## config.mk

```make
export PLATFORM = sky130hd
export DESIGN_NAME = spi_slave_regif
export DESIGN_NICKNAME = d
export VERILOG_FILES = /design/src/rtl/spi_slave_regif.sv
export SDC_FILE = /design/constraint.sdc
export NUM_CORES = 1
export LEC_CHECK = 0
export CORE_MARGIN = 1
export CORE_UTILIZATION = 38
export CTS_CLUSTER_SIZE = 8
export DETAILED_ROUTE_END_ITERATION = 8
export GPL_ROUTABILITY_DRIVEN = 0
export PLACE_DENSITY = 0.64
export SLEW_MARGIN = 5
export SYNTH_ARGS = -nofsm -noshare
export SYNTH_HDL_FRONTEND = slang
export SYNTH_SLANG_ARGS = --single-unit
```

## constraint.sdc

```tcl
create_clock -name sys_clk_25m -period 1.58 [get_ports sys_clk_25m]
set_input_delay 0.316 -clock sys_clk_25m [delete_from_list [all_inputs] [get_ports sys_clk_25m]]
set_output_delay 0.316 -clock sys_clk_25m [all_outputs]
set_load 0.01 [all_outputs]
```

## src/rtl/spi_slave_regif.sv

```systemverilog
// SPI mode-0 target: oversamples SCLK/CS/MOSI in the 25 MHz domain and turns 24-bit frames
// {rw, 7'b0, addr, data} into single-cycle register read/write strobes, returning read data on MISO.
module spi_slave_regif #(
  parameter int SYNC_STAGES = 2,
  parameter int ADDR_WIDTH  = 8,
  parameter int DATA_WIDTH  = 8
) (
  input  logic                  sys_clk_25m,
  input  logic                  sys_rst,
  input  logic                  spi_clk,
  input  logic                  spi_cs_n,
  input  logic                  spi_mosi,
  output logic                  spi_miso,
  output logic                  spi_miso_oe,
  output logic [ADDR_WIDTH-1:0] reg_addr,
  output logic                  reg_wr_en,
  output logic [DATA_WIDTH-1:0] reg_wr_data,
  output logic                  reg_rd_en,
  input  logic [DATA_WIDTH-1:0] reg_rd_data,
  output logic                  frame_err
);

  localparam int FRAME_BITS = 16 + DATA_WIDTH;
  localparam int CW         = $clog2(FRAME_BITS + 1);

  localparam logic [1:0] IDLE = 2'd0;
  localparam logic [1:0] HDR  = 2'd1;
  localparam logic [1:0] DATA = 2'd2;
  localparam logic [1:0] HOLD = 2'd3;

  logic [SYNC_STAGES-1:0] sclk_sync, cs_sync, mosi_sync;
  logic                   sclk_d, cs_d;
  logic                   sclk_s, cs_s, mosi_s;
  logic                   sclk_rise, sclk_fall, cs_rise, cs_fall;

  logic [1:0]            state;
  logic [CW-1:0]         bit_cnt;
  logic [14:0]           hdr_shift;
  logic [15:0]           hdr_next;
  logic [DATA_WIDTH-1:0] rx_shift, rx_next;
  logic [DATA_WIDTH-1:0] tx_shift;
  logic                  rw, rd_cap, tx_vld;

  assign sclk_s    = sclk_sync[SYNC_STAGES-1];
  assign cs_s      = cs_sync[SYNC_STAGES-1];
  assign mosi_s    = mosi_sync[SYNC_STAGES-1];
  assign sclk_rise = sclk_s & ~sclk_d;
  assign sclk_fall = ~sclk_s & sclk_d;
  assign cs_rise   = cs_s & ~cs_d;
  assign cs_fall   = ~cs_s & cs_d;

  always_comb begin
    hdr_next = {hdr_shift, mosi_s};
    rx_next  = {rx_shift[DATA_WIDTH-2:0], mosi_s};
  end

  // CS chain resets to the deasserted level so leaving reset never looks like a CS edge.
  always_ff @(posedge sys_clk_25m) begin
    if (sys_rst) begin
      sclk_sync <= '0;
      cs_sync   <= '1;
      mosi_sync <= '0;
      sclk_d    <= 1'b0;
      cs_d      <= 1'b1;
    end else begin
      sclk_sync <= {sclk_sync[SYNC_STAGES-2:0], spi_clk};
      cs_sync   <= {cs_sync[SYNC_STAGES-2:0], spi_cs_n};
      mosi_sync <= {mosi_sync[SYNC_STAGES-2:0], spi_mosi};
      sclk_d    <= sclk_s;
      cs_d      <= cs_s;
    end
  end

  always_ff @(posedge sys_clk_25m) begin
    if (sys_rst) begin
      state       <= IDLE;
      bit_cnt     <= '0;
      hdr_shift   <= '0;
      rx_shift    <= '0;
      tx_shift    <= '0;
      rw          <= 1'b0;
      rd_cap      <= 1'b0;
      tx_vld      <= 1'b0;
      spi_miso    <= 1'b0;
      spi_miso_oe <= 1'b0;
      reg_addr    <= '0;
      reg_wr_en   <= 1'b0;
      reg_wr_data <= '0;
      reg_rd_en   <= 1'b0;
      frame_err   <= 1'b0;
    end else begin
      reg_wr_en   <= 1'b0;
      reg_rd_en   <= 1'b0;
      frame_err   <= 1'b0;
      spi_miso_oe <= ~cs_s;
      rd_cap      <= reg_rd_en;
      // Read data is valid one cycle after the strobe; capture it then.
      if (rd_cap) begin
        tx_shift <= reg_rd_data;
        tx_vld   <= 1'b1;
      end
      case (state)
        IDLE: begin
          spi_miso <= 1'b0;
          tx_vld   <= 1'b0;
          if (cs_fall) begin
            state   <= HDR;
            bit_cnt <= '0;
          end
        end
        HDR: begin
          if (cs_rise) begin
            frame_err <= (bit_cnt != '0);
            state     <= IDLE;
          end else if (sclk_rise) begin
            hdr_shift <= hdr_next[14:0];
            bit_cnt   <= bit_cnt + CW'(1);
            if (bit_cnt == CW'(15)) begin
              reg_addr  <= hdr_next[ADDR_WIDTH-1:0];
              rw        <= hdr_next[15];
              reg_rd_en <= hdr_next[15];
              state     <= DATA;
            end
          end
        end
        DATA: begin
          if (cs_rise) begin
            frame_err <= 1'b1;
            spi_miso  <= 1'b0;
            state     <= IDLE;
          end else begin
            if (sclk_fall && rw && tx_vld) begin
              spi_miso <= tx_shift[DATA_WIDTH-1];
              tx_shift <= {tx_shift[DATA_WIDTH-2:0], 1'b0};
            end
            if (sclk_rise) begin
              rx_shift <= rx_next;
              bit_cnt  <= bit_cnt + CW'(1);
              if (bit_cnt == CW'(FRAME_BITS - 1)) begin
                if (!rw) begin
                  reg_wr_en   <= 1'b1;
                  reg_wr_data <= rx_next;
                end
                state <= HOLD;
              end
            end
          end
        end
        default: begin
          spi_miso <= 1'b0;
          if (cs_rise) state <= IDLE;
        end
      endcase
    end
  end

endmodule

```

==> key figures, run 1 <==
Outcome
  • Status: finished, violations left
  • Failing checks: negative setup slack

Final layout
  • Final net count: 380
  • Area occupied by multi-input gates: 1430 um^2
  • Fill cell total of the finished layout: 636
  • Final core utilization: 0.561
  • Share of post-route cells with drive strength above 1: 0.241
  • Final cell count without fillers: between 400 and 500
  • Diode count: 0
  • Final instance area: 3870 um^2
  • Sequential cell area: roughly 1400 um^2
  • Area Growth Syn to Fin: 39.9%

Global routing
  • Global-route usage over all layers: 0.166
  • GR Overflow Total: 0
  • Via count of the first global-routing pass: between 2000 and 2500
  • Largest net degree at the start of global routing: 37
  • First-pass GRT wire length: 9770 um
  • Antenna violations before repair: 0

Floorplanning
  • Die X: approximately 87 um
  • Initial Util: 0.401
  • Core ar.: slightly below 7000 um^2
  • Die ar.: about 7600 um^2
  • Row cnt: 30
  • IO Count: 34
  • Die height: 87.4 um

Timing
  • Final setup vio count: 11
  • Slew @ Worst Pin: 0.510 ns
  • Relative slew margins: 0.660
  • Final min period: around 1.7 ns
  • Worst hold slack: about 0.33 ns
  • Worst Slack Setup Final: -0.106 ns
  • Max-slew violations: 0
  • Clock skew: between 0.01 and 0.015 ns
  • Final hold violations: 0
  • Unrepaired setup endpoints after global routing: true
  • Fin crit share: 1.07
  • Fmax: 593 MHz

Placed design
  • Detailed placement HPWL: between 3000 and 4000 um
  • Dpl cell area: around 3400 um^2
  • IO Port Bufs: 33
  • Placed insts: between 400 and 500

Setup path
  • Worst EP required: ~1.8 ns
  • Critical path capture point type: flip-flop
  • Crit path max fanout: 5
  • Signal arrival time at the worst endpoint: roughly 1.9 ns
  • Worst r2r path cells: 7
  • Setup slack, reg-to-reg: -0.11 ns
  • Worst setup SP type: flip-flop
  • Crit Path Class: flip-flop to flip-flop
  • Reg2Reg Capture Point: state[0]$_SDFFE_PP0P_
  • Launch point of the worst reg-to-reg path: state[0]$_SDFFE_PP0P_
  • CP startpoint: state[0]$_SDFFE_PP0P_
  • Critical Path End: state[0]$_SDFFE_PP0P_

Power
  • Pwr per Cell Area: about 1100 nW/um^2
  • Power Total: approximately 4.2 mW
  • Worst vdd ir: between 400 and 500 uV
  • Lkg Pwr: about 1.4 nW

Hold path
  • Hold Path Class: primary input to flip-flop

Logic synthesis
  • Post-synth top cells: dfxtp_1 (69), nand2_1 (41), a21oi_1 (33)
  • Area contributors post-synth: dfxtp_1 (50%), mux2i_1 (8.7%), a21oi_1 (6.0%), nand2_1 (5.6%), nor2_1 (3.8%)
  • Unique masters post-synth: 37
  • Synth Register Bits: 69
  • Syn_area_per_cell: between 9 and 10 um^2
  • Number of synthesized flops with an enable pin: 0
  • Post-synthesis sequential area ratio: 0.499
  • Syn. warnings: 0
  • Asr flop ratio synth: 0
  • Synth top area share: 0.499
  • Post-Syn Area: 2770 um^2
  • Top FF cell, synth: dfxtp_1
  • Post-synth top area cell: dfxtp_1
  • Most frequent cell after synthesis: dfxtp_1
  • Synthesized instance count: 302
  • Post-Synthesis Net Count: 322

Detailed routing
  • DRT Pass-1 Iters: 4
  • 1st-iter DRT viols: about 130
  • DR vias: around 2300
  • Routed vias/inst: approximately 4.9
  • Detail Route Antenna Nets: 0
  • DRT Wirelength: just under 6000 um
  • Residual DRC count: 0
  • Routed WL per cell: 12.9 um

Clocking
  • Clk buf depth: 2
  • Clock sink count: 69
  • CTS Root Cell: clkbuf_8
  • Htree depth: 3
  • TritonCTS buffer count: 9
  • Clk slew on worst S/H paths: ~0.07 ns
  • CTS tree: built
  • Skew-Pair Late Insertion Delay: between 0.3 and 0.4 ns

Run
  • Max-cap violation count: 0
## layout make-up
type | instances | area share
Sequential cell | 69 | 0.359
Timing Repair Buffer | 65 | 0.177
Clock buffer | 13 | 0.0384
Tap cell | 96 | 0.0310
Multi-Input combinational cell | 206 | 0.368
Inverter | 9 | 0.00937
Clock inverter | 3 | 0.0178
## state kept, by name, indices dropped and copies added (netlist names), 2 cells and up
| register | count |
|---|---|
| reg_wr_data | 8 |
| reg_addr | 8 |
| state | 2 |
| sclk_sync | 2 |
| rx_shift | 7 |
| cs_sync | 2 |
| hdr_shift | 15 |
| bit_cnt | 5 |
| tx_shift | 8 |
| mosi_sync | 2 |
## critical path, stage by stage, from the launching register on
cell and delay [ns]:
dfxtp_4 0.38, inv_4 0.05, buf_4 0.14, ha_4 0.17, nor2b_1 0.12, o21ba_2 0.20
o22a_1 0.21, mux2_4 0.31
## how the worst min path moves through the flow
stage | slack, ns | endpoint | cells past startpoint | startpoint
after floorplan | 0.39 | cs_sync[1]$_SDFF_PP1_ | 1 | cs_sync[0]$_SDFF_PP1_
after CTS | 0.32 | sclk_d$_SDFF_PP0_ | 2 | sys_rst
final | 0.33 | sclk_d$_SDFF_PP0_ | 2 | sys_rst
after global routing | 0.33 | sclk_d$_SDFF_PP0_ | 2 | sys_rst
after global placement | 0.40 | cs_sync[1]$_SDFF_PP1_ | 1 | cs_sync[0]$_SDFF_PP1_
after detailed placement | 0.40 | cs_sync[1]$_SDFF_PP1_ | 1 | cs_sync[0]$_SDFF_PP1_
## cells in the final DEF (no fill, tap or decap), types with 3 or more instances in the layout
| master | instances |
|---|---|
| clkbuf_1 | 3 |
| nand4b_1 | 3 |
| ha_4 | 5 |
| nor3_1 | 3 |
| buf_12 | 6 |
| a211oi_2 | 8 |
| dfxtp_1 | 65 |
| nand2b_1 | 3 |
| clkbuf_8 | 10 |
| nor2_2 | 4 |
| buf_6 | 3 |
| o21ai_0 | 6 |
| mux2i_1 | 23 |
| clkdlybuf4s50_1 | 26 |
| nand3b_1 | 3 |
| inv_1 | 6 |
| nand2_1 | 40 |
| dlymetal6s2s_1 | 6 |
| a21oi_1 | 31 |
| buf_4 | 22 |
| nand3_1 | 13 |
| nor2_1 | 24 |
| dfxtp_2 | 3 |
| nor2b_1 | 9 |
| or2_2 | 3 |
## power by group
part / internal, mW / switching (mW) / total, mW
Clock: 0.937 / 0.622 / 1.56
Sequential: 1.77 / 0.0315 / 1.80
Combinational: 0.450 / 0.344 / 0.794
## cells by family after synthesis
logic type | count (synthesis) | synth area share
fa+ha+maj | 7 | 0.0316
simple gates | 118 | 0.204
buf+inv | 27 | 0.0438
mux | 25 | 0.0908
compound gates | 56 | 0.131
flops | 69 | 0.499
## metrics by stage
step	worst slack [ns]	setup TNS (ns)
2_1_floorplan	0.00168	0
3_3_place_gp	-0.0524	-0.444
4_1_cts	-0.0492	-0.271
5_1_grt	-0.170	-2.14
6_report	-0.106	-0.270
3_5_place_dp	-0.105	-1.19
## repair_timing
action | 4_1_cts | 5_1_grt
gates cloned | 1 | 1
setup buffers | 9 | 1
hold buffers | 0 | 0
pin swaps | 5 | 12
gates resized for setup | 19 | 28
setup endpoints to repair | 28 | 48
## routing by layer
| layer | track usage | wire, um |
|---|---|---|
| met1 | 0.201 | 2750 |
| met2 | 0.278 | 2850 |
| met3 | 0.0389 | 231 |
| met4 | 0.0760 | 92 |
| met5 | 0 | 0 |
(Power assumes the default switching activity.)
==> run 2: changes to the inputs <==
--- a/config.mk
+++ b/config.mk
@@ -5,7 +5,6 @@
 export SDC_FILE = /design/constraint.sdc
 export NUM_CORES = 1
 export LEC_CHECK = 0
-export CORE_MARGIN = 1
 export CORE_UTILIZATION = 38
 export CTS_CLUSTER_SIZE = 8
 export DETAILED_ROUTE_END_ITERATION = 8
==> constraint.sdc (replaced) <==
create_clock -name sys_clk_25m -period 1.4 [get_ports sys_clk_25m]
set_input_delay 0.28 -clock sys_clk_25m [delete_from_list [all_inputs] [get_ports sys_clk_25m]]
set_output_delay 0.28 -clock sys_clk_25m [all_outputs]
set_load 0.01 [all_outputs]
==> run 2 against run 1 <==
The run still ends with negative setup slack left. Core utilization is 4.9 points higher. Total power is 11% higher. Die area is the same. Worst hold slack got worse by 0.012 ns. Clock skew is 0.0025 ns lower. Critical path depth unchanged. Largest power group unchanged.
==> key figures, run 2 (synthesized netlist as in run 1, its figures left out) <==
Floorplanning
  • Die height: 87.4 um (unchanged)
  • Row cnt: 30 (unchanged)
  • Core ar.: 6910 um^2 (unchanged)
  • Initial Util: 0.401 (unchanged)
  • IO Count: 34 (unchanged)
  • Die ar.: 7630 um^2 (unchanged)
  • Die X: 87.4 um (unchanged)

Power
  • Lkg Pwr: 1.62 nW (+12%)
  • Pwr per Cell Area: 1100 nW/um^2 (+2.2%)
  • Worst vdd ir: 585 uV (+18%)

Detailed routing
  • Detail Route Antenna Nets: 0 (unchanged)
  • 1st-iter DRT viols: 82 (-35%)
  • DRT Pass-1 Iters: 4 (unchanged)
  • Residual DRC count: 0 (unchanged)
  • Routed vias/inst: 4.99 (+2.2%)
  • DRT Wirelength: 6730 um (+13%)
  • DR vias: 2412 (+7.1%)
  • Routed WL per cell: 13.9 um (+8.3%)

Final layout
  • Final instance area: 4210 um^2 (+8.8%)
  • Commonest non-fill, non-tap cell in the layout: dfxtp_1
  • Most frequent cells in the layout: dfxtp_1 (64), buf_4 (36), nand2_1 (34)
  • Share of post-route cells with drive strength above 1: 0.349 (+0.108)
  • Top reg by flops: hdr_shift
  • Max FFs per register: 15 (unchanged)
  • Diode count: 0 (unchanged)
  • Area Growth Syn to Fin: 52.1%
  • Fill cell total of the finished layout: 595 (-6.4%)
  • Final net count: 403 (+6.1%)

Global routing
  • Antenna violations before repair: 0 (unchanged)
  • First-pass GRT wire length: 10700 um (+9.1%)
  • Via count of the first global-routing pass: 2294 (+6.3%)
  • Largest net degree at the start of global routing: 26 (-30%)
  • Global-route usage over all layers: 0.184 (+0.0184)
  • GR Overflow Total: 0 (unchanged)

Timing
  • Worst Slack Setup Final: -0.312 ns (-0.206 ns)
  • Fin crit share: 1.22 (+0.155)
  • Unrepaired setup endpoints after global routing: true
  • Final setup vio count: 55 (+44)
  • Final min period: 1.71 ns (+0.0255 ns)
  • Max-slew violations: 0 (unchanged)
  • Clock skew: 0.00813 ns (-0.00247 ns)
  • Relative slew margins: 0.762 (+0.102)
  • Total Neg Setup Slack: -9.05 ns (-8.78 ns)
  • Final hold violations: 0 (unchanged)
  • Fmax: 584 MHz (-1.5%)
  • Slew @ Worst Pin: 0.357 ns (-0.153 ns)

Clocking
  • Clock sink count: 69 (unchanged)
  • Skew-Pair Late Insertion Delay: 0.34 ns (about the same)
  • Htree depth: 3 (unchanged)
  • CTS tree: built
  • Clk buf depth: 2 (unchanged)
  • Clk slew on worst S/H paths: 0.07 ns (about the same)
  • TritonCTS buffer count: 9 (unchanged)
  • CTS Root Cell: clkbuf_8

Setup path
  • Signal arrival time at the worst endpoint: 1.93 ns (+0.02 ns)
  • Worst setup SP type: flip-flop
  • Critical path, cell by cell: inv_4 -> ha_4 -> nand3b_1 -> nor4_4 -> buf_4 -> mux2i_1 -> nor2_1
  • CP delay by family, top: simple AND/OR/NAND/NOR gates
  • Critical Path Slowest Stage Cell: nor4_4
  • Crit Path Class: flip-flop to flip-flop
  • Buffer and inverter count on the worst path: 2 (unchanged)
  • CP peak stage delay: 0.39 ns (about the same)
  • Crit path max fanout: 4 (-1)
  • Worst EP required: 1.62 ns (-0.18 ns)
  • Critical path capture point type: flip-flop

Placed design
  • Detailed placement HPWL: 3900 um (+3.9%)
  • IO Port Bufs: 33 (unchanged)
  • Dpl cell area: 3530 um^2 (+4.7%)

Outcome
  • Failing checks: negative setup slack
  • Status: finished, violations left

Hold path
  • Hold Path Class: primary input to flip-flop

Run
  • Max-cap violation count: 0 (unchanged)
run 2: cell count changes in the layout (fill, tap and decap cells not counted), moves of 3 or more:
cell	before	now
a21oi_2	2	11
clkdlybuf4s50_1	26	11
nand2_1	40	34
buf_16	0	5
buf_4	22	36
nand2_4	1	4
buf_6	3	8
a21oi_1	31	21
nor2_1	24	20
nor2_4	1	7
dlymetal6s2s_1	6	0
dlygate4sd2_1	0	21
nand2_2	0	3
run 2: cell type report:
| type | count | area (um^2) | share of cell area |
|---|---|---|---|
| clock buffers | 14 | 163 | 0.0386 |
| flip-flops and latches | 69 | 1390 | 0.331 |
| inverters | 9 | 41.3 | 0.00980 |
| repair buffers | 87 | 897 | 0.213 |
| clock inverters | 1 | 30.0 | 0.00713 |
| multi-input cells | 207 | 1570 | 0.372 |
| well taps | 96 | 120 | 0.0285 |
run 2: path summary, 6_finish.rpt:
kind                          from                          end  slack (ns)  cells past startpoint
max          state[0]$_SDFFE_PP0P_  reg_wr_data[4]$_SDFFE_PP0P_       -0.31                      7
min                        sys_rst            rd_cap$_SDFF_PP0_        0.32                      2
max reg2reg  state[0]$_SDFFE_PP0P_  reg_wr_data[4]$_SDFFE_PP0P_       -0.31                      7
min reg2reg  cs_sync[0]$_SDFF_PP1_        cs_sync[1]$_SDFF_PP1_        0.44                      1
run 2: power by group:
group,leakage [nW],switching (mW),internal (mW)
clock,0.0968,0.688,0.914
sequential,0.559,0.0245,2.00
combinational,0.964,0.436,0.559
run 2: metrics by stage:
| step | util | setup slack, ns | total power, mW | hold WS [ns] | instances |
|---|---|---|---|---|---|
| after floorplan | - | -0.131 | 2.46 | 0.384 | 302 |
| after global placement | 0.511 | -0.179 | 2.76 | 0.397 | 447 |
| after detailed placement | 0.511 | -0.217 | 2.78 | 0.394 | 447 |
| after CTS | 0.593 | -0.207 | 4.60 | 0.298 | 478 |
| after global routing | 0.610 | -0.425 | 4.82 | 0.326 | 483 |
| final | 0.610 | -0.312 | 4.62 | 0.315 | 483 |
run 2: layer usage:
metal / track usage / wire (um) / vias up
met5: 0 / 0 / -
met4: 0.106 / 142 / 0
met3: 0.0455 / 284 / 13
met2: 0.290 / 3130 / 54
met1: 0.229 / 3170 / 1147
li1: - / - / 1198
run 2: what timing repair did:
| item | in CTS | in global routing |
|---|---|---|
| pin swaps | 16 | 19 |
| cloned | 6 | 1 |
| setup buffers | 10 | 4 |
| setup endpoints to repair | 76 | 57 |
| hold buffers | 0 | 0 |
| gates resized for setup | 71 | 21 |
